===== src/rtl/period_meter_pkg.sv =====
// Shared state encoding and default sizing for the period meter.
// Imported by the top level; the edge detector is self-contained.
package period_meter_pkg;

  localparam int DEFAULT_CNT_W   = 24;
  localparam int DEFAULT_TIMEOUT = 1000000;

  typedef enum logic [1:0] {
    IDLE      = 2'd0,
    WAIT_RISE = 2'd1,
    MEASURE   = 2'd2
  } state_e;

endpackage


===== src/rtl/period_meter_sync_edge.sv =====
// Two-flop synchronizer for an asynchronous level plus rise/fall detection.
// Reusable for buttons and external strobes.
module sync_edge (
  input  logic clk_i,
  input  logic rst_i,
  input  logic sig_i,
  output logic rise_o,
  output logic fall_o
);

  logic sync1_q;
  logic sync2_q;
  logic prev_q;

  // sync1/sync2 resolve metastability; prev holds the last synchronized level.
  always_ff @(posedge clk_i) begin
    if (rst_i) begin
      sync1_q <= 1'b0;
      sync2_q <= 1'b0;
      prev_q  <= 1'b0;
    end else begin
      sync1_q <= sig_i;
      sync2_q <= sync1_q;
      prev_q  <= sync2_q;
    end
  end

  assign rise_o = sync2_q & ~prev_q;
  assign fall_o = ~sync2_q & prev_q;

endmodule


===== src/rtl/period_meter.sv =====
// Measures period and high time of a slow asynchronous signal in I_CLK cycles,
// with a one-cycle valid pulse per input cycle and a sticky stall flag.
module period_meter
  import period_meter_pkg::*;
#(
  parameter int          CNT_W   = DEFAULT_CNT_W,
  parameter int unsigned TIMEOUT = DEFAULT_TIMEOUT
) (
  input  logic             I_CLK,
  input  logic             I_RST,
  input  logic             I_EN,
  input  logic             I_SIG,
  output logic [CNT_W-1:0] O_PERIOD,
  output logic [CNT_W-1:0] O_HIGH,
  output logic             O_VALID,
  output logic             O_TIMEOUT,
  output logic             O_BUSY
);

  if ((TIMEOUT < 4) || (longint'(TIMEOUT) > ((longint'(1) << CNT_W) - 1))) begin : gTimeoutRange
    $error("period_meter: TIMEOUT must lie in 4 .. 2**CNT_W-1");
  end

  localparam logic [CNT_W-1:0] CNT_LAST = CNT_W'(TIMEOUT - 1);
  localparam logic [CNT_W-1:0] CNT_ONE  = CNT_W'(1);

  logic sigRise;
  logic sigFall;

  sync_edge uSyncEdge (
    .clk_i  (I_CLK),
    .rst_i  (I_RST),
    .sig_i  (I_SIG),
    .rise_o (sigRise),
    .fall_o (sigFall)
  );

  state_e           state_q;
  logic [CNT_W-1:0] cnt_q;
  logic [CNT_W-1:0] hiCnt_q;
  logic [CNT_W-1:0] period_q;
  logic [CNT_W-1:0] high_q;
  logic             valid_q;
  logic             timeout_q;
  logic             busy_q;

  // A rise always closes the running period and immediately opens the next one;
  // hiCnt_q is cleared on each rise so a lost falling edge reports zero high time.
  always_ff @(posedge I_CLK) begin
    if (I_RST) begin
      state_q   <= IDLE;
      cnt_q     <= '0;
      hiCnt_q   <= '0;
      period_q  <= '0;
      high_q    <= '0;
      valid_q   <= 1'b0;
      timeout_q <= 1'b0;
      busy_q    <= 1'b0;
    end else begin
      valid_q <= 1'b0;
      if (!I_EN) begin
        state_q <= IDLE;
        cnt_q   <= '0;
        busy_q  <= 1'b0;
      end else begin
        case (state_q)
          IDLE: begin
            state_q <= WAIT_RISE;
            cnt_q   <= '0;
            busy_q  <= 1'b1;
          end
          WAIT_RISE: begin
            if (sigRise) begin
              state_q <= MEASURE;
              cnt_q   <= CNT_ONE;
              hiCnt_q <= '0;
            end else if (cnt_q == CNT_LAST) begin
              timeout_q <= 1'b1;
              cnt_q     <= '0;
            end else begin
              cnt_q <= cnt_q + CNT_ONE;
            end
          end
          MEASURE: begin
            if (sigRise) begin
              period_q  <= cnt_q;
              high_q    <= hiCnt_q;
              valid_q   <= 1'b1;
              timeout_q <= 1'b0;
              cnt_q     <= CNT_ONE;
              hiCnt_q   <= '0;
            end else if (cnt_q == CNT_LAST) begin
              timeout_q <= 1'b1;
              cnt_q     <= '0;
              state_q   <= WAIT_RISE;
            end else begin
              cnt_q <= cnt_q + CNT_ONE;
              if (sigFall) begin
                hiCnt_q <= cnt_q;
              end
            end
          end
          default: begin
            state_q <= IDLE;
            cnt_q   <= '0;
            busy_q  <= 1'b0;
          end
        endcase
      end
    end
  end

  assign O_PERIOD  = period_q;
  assign O_HIGH    = high_q;
  assign O_VALID   = valid_q;
  assign O_TIMEOUT = timeout_q;
  assign O_BUSY    = busy_q;

endmodule

===== config.mk =====
export PLATFORM = sky130hd
export DESIGN_NAME = period_meter
export DESIGN_NICKNAME = d
export VERILOG_FILES = /design/src/rtl/period_meter_pkg.sv /design/src/rtl/period_meter_sync_edge.sv /design/src/rtl/period_meter.sv
export SDC_FILE = /design/constraint.sdc
export NUM_CORES = 1
export LEC_CHECK = 0
export CORE_UTILIZATION = 58
export CTS_CLUSTER_DIAMETER = 40
export DETAILED_ROUTE_END_ITERATION = 6
export PLACE_DENSITY = 0.83
export SLEW_MARGIN = 30
export SYNTH_ARGS = -nofsm -noshare
export SYNTH_HDL_FRONTEND = slang
export SYNTH_SLANG_ARGS = --single-unit

===== constraint.sdc =====
create_clock -name I_CLK -period 4.31 [get_ports I_CLK]
set_clock_uncertainty 0.1 [all_clocks]
set_input_delay 0.431 -clock I_CLK [delete_from_list [all_inputs] [get_ports I_CLK]]
set_output_delay 0.431 -clock I_CLK [all_outputs]
set_load 0.02 [all_outputs]

==> metrics <==
Vias per Instance=5.39; Worst Hold Launch=hiCnt_q[7]; Yosys warning count=0; maximum fanout along the worst path=23; ys flop type=dfxtp_1; max-cap viol count=0; Synth Area in Compound Gates=8.36%; WHS Endpoint=O_HIGH[7]; internal power=1.38 mW; top cell type's share of synthesized area=50.2%; hold crit path type=reg2reg; post-route ant nets=0; DRC=0; status=finished clean; post-layout min period=2.56 ns; Post-synth EDFFs=0; Slowest Stage Delay on Critical Path=0.70 ns; CP cell instances=ha_1 > and3_4 > nand4_4 > nor3_4 > or4b_1 > nor2_1; final setup violation count=0; Area Overhead vs Synth=17.8%; RSZ-0062 raised after global routing=false; Synth area leader=dfxtp_1; sw power=0.343 mW; CP Class=reg2reg; first-pass GRT wire length=14.4 mm; RR Endpoint=cnt_q[4]; number of synthesized register bits=104; met1 WL=3.78 mm; Detailed Place HPWL=5.78 mm; Max Clock Freq=391 MHz; total number of vias=3,334; initial core utilization=60.7%; CTS tree=yes; IO buf count=54; WP data required=4.42 ns; core box area=6830 um^2; Async SR Flop Fraction=0%; Worst Reg-to-Reg Cells=6; Nets=527; crit path DAT=2.66 ns; global route total overflow=0; Routed wire per std cell=14.0 um; slew margin rel.=40.4%; Clock Latency Late Sink=0.36 ns; n_diodes=0; pwr dens=352 nW/um^2; Synth top cells by count=nand2_1 (155), dfxtp_1 (104), a21oi_1 (51), nor2_1 (31), mux2i_1 (25); Crit. End Element=register; Worst R2R Start=cnt_q[0]; Post-Synth Adder-Cell Area=1.51%; DP Cell Count=603; hold path cells=2; Mapped Area=4150 um^2; Synth area leaders=dfxtp_1 (50%), nand2_1 (14%), a21oi_1 (6.2%), mux2i_1 (6.0%), nor2_1 (2.8%); layout cell share with drive strength beyond 1=5.54%; Total Wirelength=8.69 mm; hold_buf cts=0; CTS buffer count=9; DRT Pass-1 Iters=5; Syn Inst Count=485; main combinational cell family by area after synthesis=simple AND/OR/NAND/NOR gates; Finished Layout Cells=619; Site Rows=30; Setup TNS Final=0 ns; startpoint types=register; mux share of post-synthesis cell area=6.04%; clk buf depth=2; final slew viol count=0; Final Cycle Share=59.3%; WL met2=4.35 mm; die area=7490 um^2; cts repair resizes=0; Reg power frac=56.1%; Post-Syn Area per Cell=8.55 um^2; die height=86.5 um; sequential fraction of the synthesis area=50.2%; vias in the first global route=3,053; initial drt markers=162; Least-Margin Pin Slew=0.886 ns; Post-Synth XOR/XNOR Area=4.65%; Die W=86.5 um; H-tree levels=3; Unique masters post-synth=38; Sw Share=19.9%; Clock Tree Root=clkbuf_8; Final Hold Vio Count=0; Ports=55; max layer used=met4; syn_nets=494; Gate power share=2.1%; CTS sink count=104; Static Leak=1.54 nW; slowest CP cell=or4b_1; post-CTS setup buffers=0; maximum number of pins on one net before global-route repair=53; most frequent cell after synthesis=nand2_1; Worst VDD drop=0.000182 V; Clk pwr share=41.7%; Worst-path clk slew=0.10 ns; wire length on met3=430 um; GRT Util Overall=24.7%; initial antenna violation count=0; GPL Wtd Cong=0.846; flop2flop setup slack=1.75 ns; post-synthesis simple-gate area fraction=23.5%
-- cell type report --
cell class	instances	area [um^2]
multi-input cells	337	1840
fillers	520	1950
clock buffers	11	141
repair buffers	59	573
clock inverters	5	104
well taps	96	120
inverters	7	26.3
flip-flops and latches	104	2080
-- critical path, delay by kind of cell, from the launching register on --
family / cells / cell delay, ns
adder cells (fa/ha/maj): 1 / 0.26
flip-flops: 1 / 0.51
AND/OR/NAND/NOR: 5 / 1.53
-- worst max path at each step --
stage / from / to / depth (start not counted)
6_report: cnt_q[0] / cnt_q[4] / 6
3_5_place_dp: I_EN / O_HIGH[12] / 6
2_1_floorplan: cnt_q[0] / hiCnt_q[10] / 7
4_1_cts: cnt_q[0] / cnt_q[4] / 6
3_3_place_gp: I_EN / O_PERIOD[4] / 6
5_1_grt: cnt_q[0] / cnt_q[21] / 6
-- kinds of logic after synthesis --
logic type	after synthesis
adders and majority gates	5
AOI/OAI and AO/OA	60
muxes	25
DFF	104
xor gates and xnor gates	22
and+or+nand+nor	225
buffers and inverters	44
-- flip-flops by register name, summed over array words and instances (netlist names) --
name,flops
O_HIGH,24
O_PERIOD,24
cnt_q,24
hiCnt_q,24
state_q,2
O_BUSY,1
O_TIMEOUT,1
O_VALID,1
uSyncEdge.prev_q,1
uSyncEdge.sync1_q,1
uSyncEdge.sync2_q,1
-- stage by stage --
step / cell area (um^2) / hold slack (ns) / setup WS (ns) / util [%] / total power, mW
final: 4880 / 0.345 / 1.75 / 71.5 / 1.72
after detailed placement: 4630 / 0.327 / 1.63 / 67.7 / 1.02
after global routing: 4880 / 0.357 / 1.60 / 71.5 / 1.78
after global placement: 4630 / 0.324 / 1.73 / 67.7 / 1.02
after CTS: 4870 / 0.349 / 1.73 / 71.3 / 1.73
after floorplan: 4150 / 0.314 / 2.37 / - / 1.01
-- power by group through the flow --
stage / Clock (mW) / Sequential, mW / Combinational [mW]
after global placement: 0 / 0.987 / 0.0344
after CTS: 0.729 / 0.965 / 0.0362
final: 0.717 / 0.965 / 0.0368
after floorplan: 0 / 0.987 / 0.0258
after global routing: 0.772 / 0.965 / 0.0396
after detailed placement: 0 / 0.987 / 0.0357
-- placed cells by master, fill, tap and decap left out, drive strengths merged --
| master | instances |
|---|---|
| a211o | 1 |
| a211oi | 1 |
| a21oi | 51 |
| a221oi | 1 |
| and3 | 3 |
| and4 | 3 |
| buf | 6 |
| bufinv | 3 |
| clkbuf | 11 |
| clkdlybuf4s50 | 53 |
| clkinv | 3 |
| dfxtp | 104 |
| ha | 5 |
| inv | 6 |
| mux2i | 25 |
| nand2 | 155 |
| nand2b | 1 |
| nand3 | 10 |
| nand4 | 10 |
| nor2 | 31 |
| nor2b | 3 |
| nor3 | 3 |
| nor4 | 5 |
| o2111a | 1 |
| o21a | 1 |
| o21ai | 1 |
| o22ai | 1 |
| o41ai | 2 |
| or4b | 1 |
| xnor2 | 9 |
| xor2 | 13 |
-- per-layer routing --
layer	vias up	GRT usage, %
met1	1573	31.6
li1	1652	-
met2	96	41.1
met5	-	0
met4	0	8.79
met3	13	5.52
No activity file was read; power rests on OpenSTA's default activity.
